**config.mk**
```make
export PLATFORM = sky130hd
export DESIGN_NAME = msi_irq_gen_flat
export DESIGN_NICKNAME = d
export VERILOG_FILES = /design/src/rtl/msi_irq_gen_if.sv /design/src/rtl/msi_irq_gen.sv /design/src/flat_wrapper.sv
export SDC_FILE = /design/constraint.sdc
export NUM_CORES = 1
export LEC_CHECK = 0
export CELL_PAD_IN_SITES_DETAIL_PLACEMENT = 0
export CELL_PAD_IN_SITES_GLOBAL_PLACEMENT = 1
export CORE_ASPECT_RATIO = 0.75
export CORE_MARGIN = 1
export CORE_UTILIZATION = 35
export CTS_CLUSTER_DIAMETER = 120
export DETAILED_ROUTE_END_ITERATION = 6
export MAX_ROUTING_LAYER = met4
export PLACE_DENSITY = 0.77
export SYNTH_ARGS = -nofsm -noshare
export SYNTH_HDL_FRONTEND = slang
export SYNTH_SLANG_ARGS = --single-unit
```
**constraint.sdc**
```tcl
create_clock -name trn_clk -period 4.1 [get_ports trn_clk]
set_input_delay 0.41 -clock trn_clk [delete_from_list [all_inputs] [get_ports trn_clk]]
set_output_delay 0.41 -clock trn_clk [all_outputs]
set_load 0.03 [all_outputs]
```
**src/rtl/msi_irq_gen_if.sv**
```systemverilog
// PCIe core MSI request/grant handshake between the interrupt generator
// (master) and the endpoint configuration interface (slave).
interface msi_irq_gen_if;
  logic       cfg_interrupt_msienable;
  logic       cfg_interrupt_rdy_n;
  logic       cfg_interrupt_n;
  logic [7:0] cfg_interrupt_di;

  modport master (
    input  cfg_interrupt_msienable,
    input  cfg_interrupt_rdy_n,
    output cfg_interrupt_n,
    output cfg_interrupt_di
  );

  modport slave (
    output cfg_interrupt_msienable,
    output cfg_interrupt_rdy_n,
    input  cfg_interrupt_n,
    input  cfg_interrupt_di
  );
endinterface

```
**src/rtl/msi_irq_gen.sv**
```systemverilog
// MSI interrupt generator with coalescing. Host-visible events are counted
// into a saturating pending counter; a request is raised after a hold-off
// window or once enough events have piled up, held until the core grants
// it, and followed by a minimum idle gap before the next request.
module msi_irq_gen #(
  parameter logic [15:0] COALESCE_CYCLES = 16'd1000,
  parameter logic [15:0] BATCH_SIZE      = 16'd32,
  parameter logic [15:0] GAP_CYCLES      = 16'd16
) (
  input  logic               trn_clk,
  input  logic               reset_n,
  input  logic               interrupts_enabled,
  input  logic               irq_event,
  msi_irq_gen_if.master      cfg,
  output logic               irq_pending,
  output logic [31:0]        irq_count
);

  typedef enum logic [1:0] {IDLE, COAL, REQ, GAP} state_t;

  state_t      state, state_nxt;
  logic [15:0] pending, pending_nxt;
  logic [15:0] coal_tmr, coal_nxt;
  logic [15:0] gap_tmr, gap_nxt;
  logic [31:0] count_nxt;
  logic [15:0] pending_inc;
  logic        irq_allowed;
  logic        req_n;

  assign cfg.cfg_interrupt_di = 8'h00;
  assign cfg.cfg_interrupt_n  = req_n;

  // Next-state, counters and timers; events are counted in every state.
  always_comb begin
    state_nxt   = state;
    coal_nxt    = coal_tmr;
    gap_nxt     = gap_tmr;
    count_nxt   = irq_count;
    irq_allowed = interrupts_enabled && cfg.cfg_interrupt_msienable;
    pending_inc = (pending == 16'hFFFF) ? pending : pending + 16'd1;
    pending_nxt = irq_event ? pending_inc : pending;

    case (state)
      IDLE: begin
        if (pending != 16'd0 && irq_allowed) begin
          state_nxt = COAL;
          coal_nxt  = 16'd0;
        end
      end
      COAL: begin
        coal_nxt = coal_tmr + 16'd1;
        if (!irq_allowed)
          state_nxt = IDLE;
        else if (coal_tmr == COALESCE_CYCLES - 16'd1 || pending >= BATCH_SIZE)
          state_nxt = REQ;
      end
      REQ: begin
        // Request is never withdrawn: only the grant moves us on.
        if (!cfg.cfg_interrupt_rdy_n) begin
          count_nxt   = irq_count + 32'd1;
          pending_nxt = {15'd0, irq_event};
          gap_nxt     = 16'd0;
          state_nxt   = (GAP_CYCLES == 16'd0) ? IDLE : GAP;
        end
      end
      GAP: begin
        gap_nxt = gap_tmr + 16'd1;
        if (gap_tmr == GAP_CYCLES - 16'd1)
          state_nxt = IDLE;
      end
      default: state_nxt = IDLE;
    endcase
  end

  // State, counters and registered outputs; reset is synchronous.
  always_ff @(posedge trn_clk) begin
    if (!reset_n) begin
      state       <= IDLE;
      pending     <= 16'd0;
      coal_tmr    <= 16'd0;
      gap_tmr     <= 16'd0;
      irq_count   <= 32'd0;
      req_n       <= 1'b1;
      irq_pending <= 1'b0;
    end else begin
      state       <= state_nxt;
      pending     <= pending_nxt;
      coal_tmr    <= coal_nxt;
      gap_tmr     <= gap_nxt;
      irq_count   <= count_nxt;
      req_n       <= (state_nxt != REQ);
      irq_pending <= (pending_nxt != 16'd0);
    end
  end

endmodule
```
**src/flat_wrapper.sv**
```systemverilog
// flat-port wrapper written by rule: the top's interface ports become plain ports
module msi_irq_gen_flat 
#(
  parameter logic [15:0] COALESCE_CYCLES = 16'd1000,
  parameter logic [15:0] BATCH_SIZE      = 16'd32,
  parameter logic [15:0] GAP_CYCLES      = 16'd16
)
  (trn_clk, reset_n, interrupts_enabled, irq_event, irq_pending, irq_count, cfg_cfg_interrupt_msienable, cfg_cfg_interrupt_rdy_n, cfg_cfg_interrupt_n, cfg_cfg_interrupt_di);
  msi_irq_gen_if cfg_i ();
  input  logic trn_clk;
  input  logic reset_n;
  input  logic interrupts_enabled;
  input  logic irq_event;
  output logic irq_pending;
  output logic [31:0] irq_count;
  input wire logic [$bits(cfg_i.cfg_interrupt_msienable)-1:0] cfg_cfg_interrupt_msienable;
  input wire logic [$bits(cfg_i.cfg_interrupt_rdy_n)-1:0] cfg_cfg_interrupt_rdy_n;
  output wire logic [$bits(cfg_i.cfg_interrupt_n)-1:0] cfg_cfg_interrupt_n;
  output wire logic [$bits(cfg_i.cfg_interrupt_di)-1:0] cfg_cfg_interrupt_di;
  assign cfg_i.cfg_interrupt_msienable = cfg_cfg_interrupt_msienable;
  assign cfg_i.cfg_interrupt_rdy_n = cfg_cfg_interrupt_rdy_n;
  assign cfg_cfg_interrupt_n = cfg_i.cfg_interrupt_n;
  assign cfg_cfg_interrupt_di = cfg_i.cfg_interrupt_di;
  msi_irq_gen #(.COALESCE_CYCLES(COALESCE_CYCLES), .BATCH_SIZE(BATCH_SIZE), .GAP_CYCLES(GAP_CYCLES)) u_core (.trn_clk(trn_clk), .reset_n(reset_n), .interrupts_enabled(interrupts_enabled), .irq_event(irq_event), .cfg(cfg_i), .irq_pending(irq_pending), .irq_count(irq_count));
endmodule
```
==> results of run 1 <==
==> cell usage after synthesis (14+ instances only) <==
cell / count / area [µm²]
dfxtp_1: 84 / 1682
nor2_1: 78 / 292.8
nand2_1: 41 / 153.9
nand3_1: 36 / 180.2
a21oi_1: 23 / 115.1
xor2_1: 23 / 201.4
nand4_1: 22 / 137.6
o21ai_0: 20 / 100.1
and3_1: 17 / 106.4
clkbuf_1: 15 / 56.30
xnor2_1: 14 / 122.6
==> power by group <==
group	internal [µW]	leakage, µW	switching [µW]	total, µW
sequential	820	0.000677	5.39	825
combinational	22.5	0.00101	56.5	78.9
clock	482	0.000148	359	840
total	1320	0.00183	421	1740
==> worst max-delay path by stage <==
stage,start,slack [ns],depth (start not counted),end
after floorplan,u_core.pending[0]$_SDFF_PN0_,2.09,7,u_core.irq_pending$_SDFF_PN0_
after global placement,irq_event,1.26,7,u_core.irq_pending$_SDFF_PN0_
after detailed placement,irq_event,1.17,7,u_core.irq_pending$_SDFF_PN0_
after CTS,u_core.pending[0]$_SDFF_PN0_,1.45,7,u_core.irq_pending$_SDFF_PN0_
after global routing,u_core.pending[0]$_SDFF_PN0_,1.16,7,u_core.irq_pending$_SDFF_PN0_
final,u_core.pending[0]$_SDFF_PN0_,1.42,7,u_core.irq_pending$_SDFF_PN0_
==> flip-flops by register name (all words and copies together) (netlist names) <==
name                        count
u_core.irq_count               32
u_core.irq_pending              1
u_core.cfg.cfg_interrupt_n      1
u_core.state                    2
u_core.coal_tmr                16
u_core.pending                 16
u_core.gap_tmr                 16
==> cells in the final DEF, fill, tap and decap left out, types with 4 or more instances in the layout <==
cell	synthesis	final
o21a_1	6	6
dfxtp_1	84	84
nand3_1	36	36
nor3_1	10	10
and3_1	17	17
nor4_1	6	6
mux2_2	4	4
clkbuf_16	0	9
nand4_1	22	22
o31ai_1	4	4
clkdlybuf4s50_1	0	39
conb_1	1	8
a31oi_1	10	10
nor4b_1	4	4
o21ai_0	20	20
xor2_1	23	23
or3_1	4	4
and2_1	9	9
inv_1	10	10
nor2_1	78	78
ha_1	5	5
and4_1	7	7
a21oi_1	23	23
nand2_1	41	41
xnor2_1	14	14
==> critical path, delay by kind of cell, from the launching register on <==
family,cells,cell delay (ns)
and+or+nand+nor,4,1.29
AOI/OAI and AO/OA,2,0.55
DFF,1,0.45
adders and majority gates,1,0.27
==> area by class of cell <==
class / instances / area share
Multi-Input combinational cell: 408 / 0.4841
Sequential cell: 84 / 0.3286
Timing Repair Buffer: 41 / 0.07922
Clock buffer: 9 / 0.04401
Tap cell: 162 / 0.03961
Clock inverter: 7 / 0.01638
Inverter: 11 / 0.008068
==> kinds of logic (layout without fill, tap and decap cells) <==
kind of cell,after synthesis,after routing,share of synthesized area
adders and majority gates,5,5,0.01442
and+or+nand+nor,262,262,0.3213
DFF,84,84,0.3877
buffers and inverters,43,68,0.04730
AOI/OAI and AO/OA,89,89,0.1364
xor gates and xnor gates,37,37,0.07470
other,1,8,0.0008645
muxes,7,7,0.01731
==> per-layer routing <==
layer	routed length (µm)	share of wire
met5	0	0
met4	111	0.010
met3	501	0.046
met2	4692	0.43
met1	5523	0.51
==> per-stage QoR <==
stage	area (µm²)	util	total power, µW	hold WS [ns]	setup slack (ns)
3_5_place_dp	4808	0.4066	922.6	0.4711	1.175
6_report	5117	0.4327	1745	0.4877	1.416
2_1_floorplan	4364	-	904.2	0.4413	2.088
4_1_cts	5117	0.4327	1768	0.4799	1.450
3_3_place_gp	4808	0.4066	922.1	0.4583	1.264
5_1_grt	5117	0.4327	1817	0.5103	1.158
==> flow_metrics.tcl, run 1 <==
set metrics [dict create \
    status "finished, final reports clean" \
    antenna_left 0 \
    use_met1 0.2492 \
    grt_max_degree 55 \
    holdPathStages 1 \
    cp_cell_sequence "ha_1, nand4_2, nor4_2, nor4_1, o41ai_2, nand3_1, o2bb2ai_1" \
    fillers 1180 \
    cts_buffers 9 \
    syn_avg_cell_area_um2 8.216 \
    portBuffers 39 \
    r2r_start "u_core.pending[0]$_SDFF_PN0_" \
    rsz0062_at_grt "false" \
    viasPerCell 5.409 \
    coreArea_mm2 0.01183 \
    first_pass_iters 6 \
    rows 34 \
    die_w_um 130.6 \
    grt-busiest-layer "met2" \
    crit_path_top_delay_cell "nor4_2" \
    async_flop_share 0 \
    die_y_um 98.42 \
    yosysWarnings 0 \
    wire_per_inst_um 15.00 \
    cts_sinks 84 \
    place.gp.congestion 0.8706 \
    drv_slew 0 \
    max_stage_delay_ns 0.77 \
    path_max_fanout 11 \
    start_util 0.3668 \
    hold_start "u_core.coal_tmr[8]$_SDFFE_PN0P_" \
    nets 566 \
    multi_input_area_mm2 0.002477 \
    wirelength_um 10830 \
    synth-edff-count 0 \
    cts_hold_buffers 0 \
    path_clk_slew_ns 0.07 \
    cp_data_required_time_ns 4.32 \
    met2_usage 0.2646 \
    timing.final.crit_share 0.6546 \
    area_growth_pct 17.97 \
    worst_setup_path_end_kind "register" \
    synth_area_mm2 0.004338 \
    synth_cells 528 \
    num_vias 3905 \
    cp_data_arrival_time_ns 2.90 \
    skew_ns 0.009355 \
    post-route-min-period_ns 2.684 \
    grt_use_total 0.1817 \
    dieArea_mm2 0.01285 \
    yosys_register_bits 84 \
    synthDistinctLibCells 60 \
    r2r-end "u_core.irq_pending$_SDFF_PN0_" \
    cts-root-buf "clkbuf_16" \
    antenna_cells 0 \
    reg2reg_depth 7 \
    ioPinCount 48 \
    r2r_setup_slack_ns 1.42 \
    grtUsageMet3 0.04235 \
    startpoint_type "register" \
    leakagePower_uw 0.001832 \
    antenna_found_initial 0 \
    setup_tns_ns 0 \
    first_global_vias 3602 \
    setup_viol 0 \
    overflow 0 \
    ys_seq_area_frac 0.3877 \
    final_layout_size_suffix_gt1_frac 0.07321 \
    min_path_type "register to register" \
    relSlewSlack 0.3557 \
    ys.flop_type "dfxtp_1" \
    finalHoldViolations 0 \
    fmax_mhz 372.6 \
    path_class "register to register" \
    drtIter0Drc 263 \
    power_density_mw_per_mm2 340.9 \
    dp_hpwl_um 7592 \
    cts_tree "yes" \
    tightestPinTransition_ns 0.9650 \
    drc 0 \
    grt_pass1_wl_um 17930 \
    htree_levels 3 \
    clock_path_buffers 2 \
    min_to "u_core.coal_tmr[8]$_SDFFE_PN0P_" \
    postCtsSetupBuffers 0 \
    placed_cells 706 \
    peakVddDrop_v 0.0001982 \
    clk_latency_ns 0.34 \
    stdcell_count 722 \
    max_cap_viol_count 0 \
    layout.area.seq_mm2 0.001682 \
    cts_resized 0 \
]
Power figures use the tool's default switching activity.
==> inputs of run 2 (changes only) <==
==> constraint.sdc (replaced) <==
create_clock -name trn_clk -period 2.5 [get_ports trn_clk]
set_input_delay 0.25 -clock trn_clk [delete_from_list [all_inputs] [get_ports trn_clk]]
set_output_delay 0.25 -clock trn_clk [all_outputs]
set_load 0.03 [all_outputs]
==> flow_metrics.tcl, run 2 (synthesis gave the netlist of run 1 again) <==
set metrics [dict create \
    largest_reg_flops 32 \
    peakVddDrop_v 0.0003215 \
    drtIter0Drc 238 \
    viasPerCell 5.328 \
    antenna_cells 0 \
    cts_buffers 9 \
    path_delay_family "simple AND/OR/NAND/NOR gates" \
    nets 578 \
    crit_path_top_delay_cell "dfxtp_1" \
    portBuffers 39 \
    fmax_mhz 428.9 \
    wirelength_um 10320 \
    dp_hpwl_um 7643 \
    overflow 0 \
    num_vias 3911 \
    final_common_cell "dfxtp_1" \
    startpoint_type "register" \
    setup_viol 0 \
    skew_ns 0.006828 \
    cp_cell_sequence "ha_1, nand4_2, nor4_2, buf_4, or3_2, nand3_1, nor4b_2, o2bb2ai_1" \
    cts_tree "yes" \
    die_w_um 130.6 \
    path_clk_slew_ns 0.07 \
    start_util 0.3668 \
    drc 0 \
    grt_pass1_wl_um 17350 \
    max_stage_delay_ns 0.43 \
    timing.final.crit_share 0.9327 \
    setup_tns_ns 0 \
    cts_resized 0 \
    place.gp.congestion 0.8181 \
    crit_buf_inv 1 \
    cts-root-buf "clkbuf_16" \
    path_class "register to register" \
    fin_util 0.4421 \
    max_cap_viol_count 0 \
    postCtsSetupBuffers 0 \
    final_layout_size_suffix_gt1_frac 0.09615 \
    dpl_cell_area_mm2 0.004911 \
    clock_path_buffers 2 \
    ioPinCount 48 \
    path_max_fanout 6 \
    relSlewSlack 0.5083 \
    cts_sinks 84 \
    first_pass_iters 4 \
    power_density_mw_per_mm2 545.1 \
    whs_ns 0.4916 \
    status "finished, final reports clean" \
    min_path_type "register to register" \
    coreArea_mm2 0.01183 \
    tightestPinTransition_ns 0.7349 \
    post-route-min-period_ns 2.332 \
    worst_setup_path_end_kind "register" \
    p_total_uw 2850 \
    drv_slew 0 \
    area_growth_pct 20.54 \
    wire_per_inst_um 14.05 \
    htree_levels 3 \
    grt_use_total 0.1764 \
    cp_data_required_time_ns 2.72 \
    leakagePower_uw 0.001894 \
    antenna_left 0 \
    cts_hold_buffers 0 \
    antenna_found_initial 0 \
    rows 34 \
    cp_data_arrival_time_ns 2.55 \
    rsz0062_at_grt "false" \
    die_y_um 98.42 \
    top_register "u_core.irq_count" \
    clk_latency_ns 0.34 \
    grt_max_degree 45 \
    dieArea_mm2 0.01285 \
    layout_common_cells "dfxtp_1 (84), nor2_1 (78), nand2_1 (41)" \
    final_area_mm2 0.005229 \
    finalHoldViolations 0 \
    first_global_vias 3522 \
    fillers 1210 \
]
[run 2: changes by cell type in the layout (fill, tap and decap cells not counted), sizes merged]
cell	delta
buf	+12
clkinvlp	+1
inv	+1
clkinv	-2
[run 2: final cells by class]
cell class                 count  area, µm²  share of cell area
multi-input combinational    408       2490              0.4762
clock inverter                 7      80.08             0.01531
clock buffer                   9      225.2             0.04307
inverter                      11      41.29            0.007897
sequential                    84       1682              0.3216
timing repair buffer          53      508.0             0.09715
tap                          162      202.7             0.03877
[run 2: power breakdown]
group / switching [µW] / internal, µW / total [µW]
Clock: 575 / 786 / 1360
Combinational: 91.8 / 42.8 / 135
Sequential: 9.16 / 1340 / 1350
Total: 676 / 2170 / 2850
[run 2: stage by stage]
stage	instances	worst slack [ns]
after floorplan	535	0.4877
after global placement	718	0.1395
after detailed placement	718	0.08529
after CTS	734	0.07406
after global routing	734	0.06550
final	734	0.1682
[run 2: routing by layer]
metal | GRT usage | vias to the layer above | part of all wire
met3 | 0.03909 | 9 | 0.042
li1 | - | 1965 | -
met1 | 0.2487 | 1857 | 0.51
met4 | 0.04775 | 0 | 0.011
met2 | 0.2515 | 80 | 0.43
met5 | - | - | 0
[run 2: final timing paths]
path	from	end	slack [ns]	cells past startpoint
hold reg to reg	u_core.coal_tmr[8]$_SDFFE_PN0P_	u_core.coal_tmr[8]$_SDFFE_PN0P_	0.49	1
hold / removal	u_core.coal_tmr[8]$_SDFFE_PN0P_	u_core.coal_tmr[8]$_SDFFE_PN0P_	0.49	1
setup reg to reg	u_core.pending[0]$_SDFF_PN0_	u_core.irq_pending$_SDFF_PN0_	0.17	8
setup / recovery	u_core.pending[0]$_SDFF_PN0_	u_core.irq_pending$_SDFF_PN0_	0.17	8
[run 2: worst reg2reg max path: stages, from the launching register on]
cell and delay [ns]:
dfxtp_1 0.43, ha_1 0.27, nand4_2 0.23, nor4_2 0.34, buf_4 0.20, or3_2 0.12
nand3_1 0.14, nor4b_2 0.36, o2bb2ai_1 0.12
